[src/rtl/vec_mem_sequencer.sv]
// Address/enable sequencer for one vector operation: issues operand-read pairs
// to the 2R1W memory and, RD_LAT cycles later, the matching result writes.
module vec_mem_sequencer #(
  parameter int ADDR_W = 13,
  parameter int CNT_W  = 8,
  parameter int RD_LAT = 2
) (
  input  logic              clock,
  input  logic              reset,
  input  logic              start,
  input  logic [CNT_W-1:0]  numberofv,
  input  logic [ADDR_W-1:0] src_addr_a,
  input  logic [ADDR_W-1:0] src_addr_b,
  input  logic [ADDR_W-1:0] dst_addr,
  input  logic              stall,
  output logic              busy,
  output logic              done,
  output logic              rd_en,
  output logic [ADDR_W-1:0] rd_addr_a,
  output logic [ADDR_W-1:0] rd_addr_b,
  output logic              fe,
  output logic              wr_en,
  output logic [ADDR_W-1:0] wr_addr
);

  localparam logic [1:0] ST_IDLE  = 2'd0;
  localparam logic [1:0] ST_ISSUE = 2'd1;
  localparam logic [1:0] ST_DRAIN = 2'd2;
  localparam logic [1:0] ST_DONE  = 2'd3;

  localparam logic [RD_LAT-1:0] LAST_STAGE = RD_LAT'(1) << (RD_LAT - 1);

  logic [1:0]        state, next_state;
  logic [CNT_W-1:0]  n, idx;
  logic [ADDR_W-1:0] base_a, base_b, base_d;
  logic [RD_LAT-1:0] pipe_v;
  logic [ADDR_W-1:0] pipe_a [RD_LAT];
  logic              drain_empty;

  // The last stage is retiring this cycle, so only the younger stages matter.
  assign drain_empty = (pipe_v & ~LAST_STAGE) == '0;

  assign busy      = state != ST_IDLE;
  assign done      = state == ST_DONE;
  assign rd_en     = (state == ST_ISSUE) && !stall;
  assign fe        = rd_en && (idx == '0);
  assign rd_addr_a = base_a + ADDR_W'(idx);
  assign rd_addr_b = base_b + ADDR_W'(idx);
  assign wr_en     = pipe_v[RD_LAT-1];
  assign wr_addr   = pipe_a[RD_LAT-1];

  always_comb begin
    next_state = state;
    case (state)
      ST_IDLE:  if (start) next_state = (numberofv == '0) ? ST_DONE : ST_ISSUE;
      ST_ISSUE: if (rd_en && idx == n - CNT_W'(1)) next_state = ST_DRAIN;
      ST_DRAIN: if (drain_empty) next_state = ST_DONE;
      ST_DONE:  next_state = ST_IDLE;
      default:  next_state = ST_IDLE;
    endcase
  end

  always_ff @(posedge clock) begin
    if (reset) begin
      state  <= ST_IDLE;
      n      <= '0;
      idx    <= '0;
      base_a <= '0;
      base_b <= '0;
      base_d <= '0;
    end else begin
      state <= next_state;
      if (state == ST_IDLE && start) begin
        n      <= numberofv;
        idx    <= '0;
        base_a <= src_addr_a;
        base_b <= src_addr_b;
        base_d <= dst_addr;
      end else if (rd_en) begin
        idx <= idx + CNT_W'(1);
      end
    end
  end

  // Latency pipe shifts every cycle regardless of state or stall.
  always_ff @(posedge clock) begin
    if (reset) begin
      pipe_v <= '0;
      for (int i = 0; i < RD_LAT; i++) pipe_a[i] <= '0;
    end else begin
      pipe_v[0] <= rd_en;
      pipe_a[0] <= rd_en ? base_d + ADDR_W'(idx) : '0;
      for (int i = 1; i < RD_LAT; i++) begin
        pipe_v[i] <= pipe_v[i-1];
        pipe_a[i] <= pipe_a[i-1];
      end
    end
  end

endmodule

[config.mk]
export PLATFORM = sky130hd
export DESIGN_NAME = vec_mem_sequencer
export DESIGN_NICKNAME = d
export VERILOG_FILES = /design/src/rtl/vec_mem_sequencer.sv
export SDC_FILE = /design/constraint.sdc
export NUM_CORES = 1
export LEC_CHECK = 0
export CAP_MARGIN = 5
export CORE_MARGIN = 2
export CORE_UTILIZATION = 55
export CTS_CLUSTER_DIAMETER = 50
export CTS_CLUSTER_SIZE = 10
export DETAILED_ROUTE_END_ITERATION = 10
export PLACE_DENSITY = 0.85
export REMOVE_ABC_BUFFERS = 1
export SLEW_MARGIN = 25
export SYNTH_ARGS = -nofsm -noshare
export SYNTH_HDL_FRONTEND = slang
export SYNTH_SLANG_ARGS = --single-unit
[constraint.sdc]
create_clock -name clock -period 4.3 [get_ports clock]
set_clock_uncertainty 0.05 [all_clocks]
set_input_delay 1.29 -clock clock [delete_from_list [all_inputs] [get_ports clock]]
set_output_delay 1.29 -clock clock [all_outputs]
set_load 0.05 [all_outputs]
==> impl_metrics.env <==
export IMPL_tritoncts="done"
export IMPL_diodes=0
export IMPL_num_rows=33
export IMPL_period_share=0.950
export IMPL_final_nets=720
export IMPL_wl_met1_mm=4.53
export IMPL_syn_to_final_growth_pct=25.9
export IMPL_synth_seq_cells=85
export IMPL_p_leak_nw=2.33
export IMPL_status="completed"
export IMPL_place_hpwl_mm=7.55
export IMPL_cts_resized=0
export IMPL_wl_met2_mm=5.21
export IMPL_wl_per_cell_microns=14.1
export IMPL_worst_setup_path_type="reg2out"
export IMPL_numPortBuffers=94
export IMPL_clockBufferDepth=2
export IMPL_setup_violations=0
export IMPL_die_w_microns=94.9
export IMPL_ios=95
export IMPL_antenna_found_initial=0
export IMPL_first_pass_iters=5
export IMPL_cp_top_family="compound AO/OA/AOI/OAI gates"
export IMPL_synth_area_sq_um=4540
export IMPL_cts_root_buf="clkbuf_8"
export IMPL_hold_viol=0
export IMPL_die_area_sq_um=9010
export IMPL_holdWs_ns=0.396
export IMPL_grt_max_degree=48
export IMPL_nFillCells=641
export IMPL_clock_latency_ns=0.37
export IMPL_crit_arrival_ns=2.74
export IMPL_cpPeakStageDelay_ns=0.49
export IMPL_wl_met3_microns=630
export IMPL_grt_pass1_wl_mm=17.2
export IMPL_syn_mean_instance_area_sq_um=8.16
export IMPL_grt_usage=0.241
export IMPL_yosysSeqAreaShare=0.374
export IMPL_clk_pin_slew_ns=0.11
export IMPL_rr_worst_depth=9
export IMPL_period_needed_ns=4.08
export IMPL_startpoint_type="flip-flop"
export IMPL_cp_num_cells=8
export IMPL_regArea_sq_um=1700
export IMPL_dr_total_vias=4028
export IMPL_rsz0062_at_grt="false"
export IMPL_drt_wl_total_mm=10.5
export IMPL_maxSlewViolCount=0
export IMPL_crit_path_top_delay_cell="fa_1"
export IMPL_path_cells="inv_1 > fa_1 > nor2b_1 > o21ai_0 > a21o_1 > a211oi_1 > xor2_1 > buf_12"
export IMPL_gp_congestion=0.887
export IMPL_viasPerCell=5.41
export IMPL_setup_tns_ns=0
export IMPL_multi_input_area_sq_um=2590
export IMPL_cts_setup_buffers=0
export IMPL_critPathRequiredTime_ns=2.96
export IMPL_die_h_microns=94.9
export IMPL_grt_pass1_vias=3910
export IMPL_power_density_nw_per_um2=456
export IMPL_holdPathStages=1
export IMPL_route_detailed_drc=0
export IMPL_postRouteAntennaNets=0
export IMPL_drtIter0Drc=187
export IMPL_syn_inst=557
export IMPL_top_layer="met4"
export IMPL_max_slew_margin=0.587
export IMPL_core_sq_um=8090
export IMPL_holdBufCountCts=0
export IMPL_layout_drive_gt1_share=0.0814
export IMPL_fin_cells=744
export IMPL_cts_sinks=85
export IMPL_dp_cells=728
export IMPL_critPathMaxFanout=7
export IMPL_max_cap_violations=0
export IMPL_start_util=0.562
export IMPL_worst_slew_pin_slew_ns=0.619
export IMPL_hold_class="reg2reg"
export IMPL_ys_warn_count=0
export IMPL_path_buf_inv=2
export IMPL_peakVddDrop_uv=227
export IMPL_grt_overflow=0
export IMPL_cts_buffers=9
export IMPL_endpoint_kind="output pin"
export IMPL_cts_max_level=3
export IMPL_max_freq_mhz=245
export IMPL_synth_cell_types=43
flip-flops by register name, summed over array words and instances (netlist names):
| name | count |
|---|---|
| base_d | 13 |
| idx | 8 |
| pipe_v | 2 |
| pipe_a | 26 |
| state | 2 |
| n | 8 |
| base_a | 13 |
| base_b | 13 |
cells in the mapped netlist, drive strengths merged:
library cell  count  area, sq um
or4               1         7.51
nor4b             1         8.76
nand2b            9         56.3
inv              18         67.6
a41oi             2         17.5
o21bai            1         7.51
a211oi            8         60.1
ha               32          400
a21oi            64          320
nand4             4         25.0
o22a              1         8.76
nand3             5         25.0
o41a              2         22.5
nand2           120          450
xnor2            25          219
a311oi            4         41.3
and3b             1         10.0
mux2i             3         30.0
o21ai            16         80.1
or2               5         31.3
and3              8         50.1
or3               3         23.8
a31oi             3         18.8
and2              5         31.3
buf              17          113
nor3              8         40.0
dfxtp            85         1700
nand3b            1         7.51
xor2             13          114
a21boi            2         15.0
a2111oi           1         27.5
o2111ai           2         17.5
nor2b            25          156
fa                3         60.1
o21a              4         30.0
nor2             25         93.8
a21o              6         45.0
clkbuf           18         67.6
nor4              4         25.0
a31o              2         17.5
area by class of cell:
| class | instances | area share |
|---|---|---|
| multi-input cells | 419 | 0.454 |
| clock buffers | 9 | 0.0217 |
| flip-flops and latches | 85 | 0.298 |
| clock inverters | 7 | 0.0125 |
| repair buffers | 101 | 0.180 |
| well taps | 105 | 0.0230 |
| inverters | 18 | 0.0118 |
routing by layer:
| metal | track usage | vias up |
|---|---|---|
| met5 | 0 | - |
| met4 | 0.0785 | 0 |
| met3 | 0.0503 | 17 |
| met2 | 0.432 | 122 |
| met1 | 0.286 | 1860 |
| li1 | - | 2029 |
placed cells by master (no fill, tap or decap), types with 3 or more instances in the layout:
cell type and instances:
a211oi_1 8, a21o_1 6, a21oi_1 64, a311oi_1 3
a31oi_1 3, and2_1 5, and3_1 8, buf_12 6
buf_4 18, clkbuf_8 9, clkdlybuf4s50_1 73, dfxtp_1 85
dlymetal6s2s_1 3, fa_1 3, ha_1 32, inv_1 18
inv_8 4, mux2i_1 3, nand2_1 120, nand2b_1 9
nand3_1 5, nand4_1 4, nor2_1 25, nor2b_1 25
nor3_1 8, nor4_1 4, o21a_1 4, o21ai_0 16
or2_2 5, xnor2_1 25, xor2_1 13
report_power, final:
| group | switching [mW] | internal (mW) |
|---|---|---|
| Clock | 0.335 | 0.230 |
| Sequential | 0.0854 | 0.887 |
| Combinational | 0.664 | 0.407 |
kinds of logic (layout without fill, tap and decap cells):
logic type	count (synthesis)	in the layout	share of synthesized area
DFF	85	85	0.374
buffers and inverters	53	135	0.0545
adders and majority gates	35	35	0.101
xor gates and xnor gates	38	38	0.0732
AOI/OAI and AO/OA	118	118	0.161
and+or+nand+nor	225	225	0.229
muxes	3	3	0.00661
worst paths after layout:
| kind | slack [ns] | startpoint | end |
|---|---|---|---|
| worst min-delay path | 0.40 | pipe_a[0][6] | pipe_a[0][19] |
| worst min register to register | 0.40 | pipe_a[0][6] | pipe_a[0][19] |
| worst max register to register | 1.93 | idx[0] | pipe_a[0][12] |
| worst max-delay path | 0.22 | idx[1] | rd_addr_a[12] |
through the flow:
| stage | total power [mW] | worst slack, ns | instance area (sq um) | utilization |
|---|---|---|---|---|
| detailed placement | 2.05 | 0.416 | 5520 | 0.682 |
| global placement | 2.01 | 0.416 | 5520 | 0.682 |
| finish | 2.61 | 0.216 | 5720 | 0.707 |
| CTS | 2.61 | 0.0446 | 5710 | 0.706 |
| global route | 2.74 | 0.0446 | 5720 | 0.707 |
| floorplan | 1.68 | -0.912 | 4360 | - |
Power figures use the tool's default switching activity.
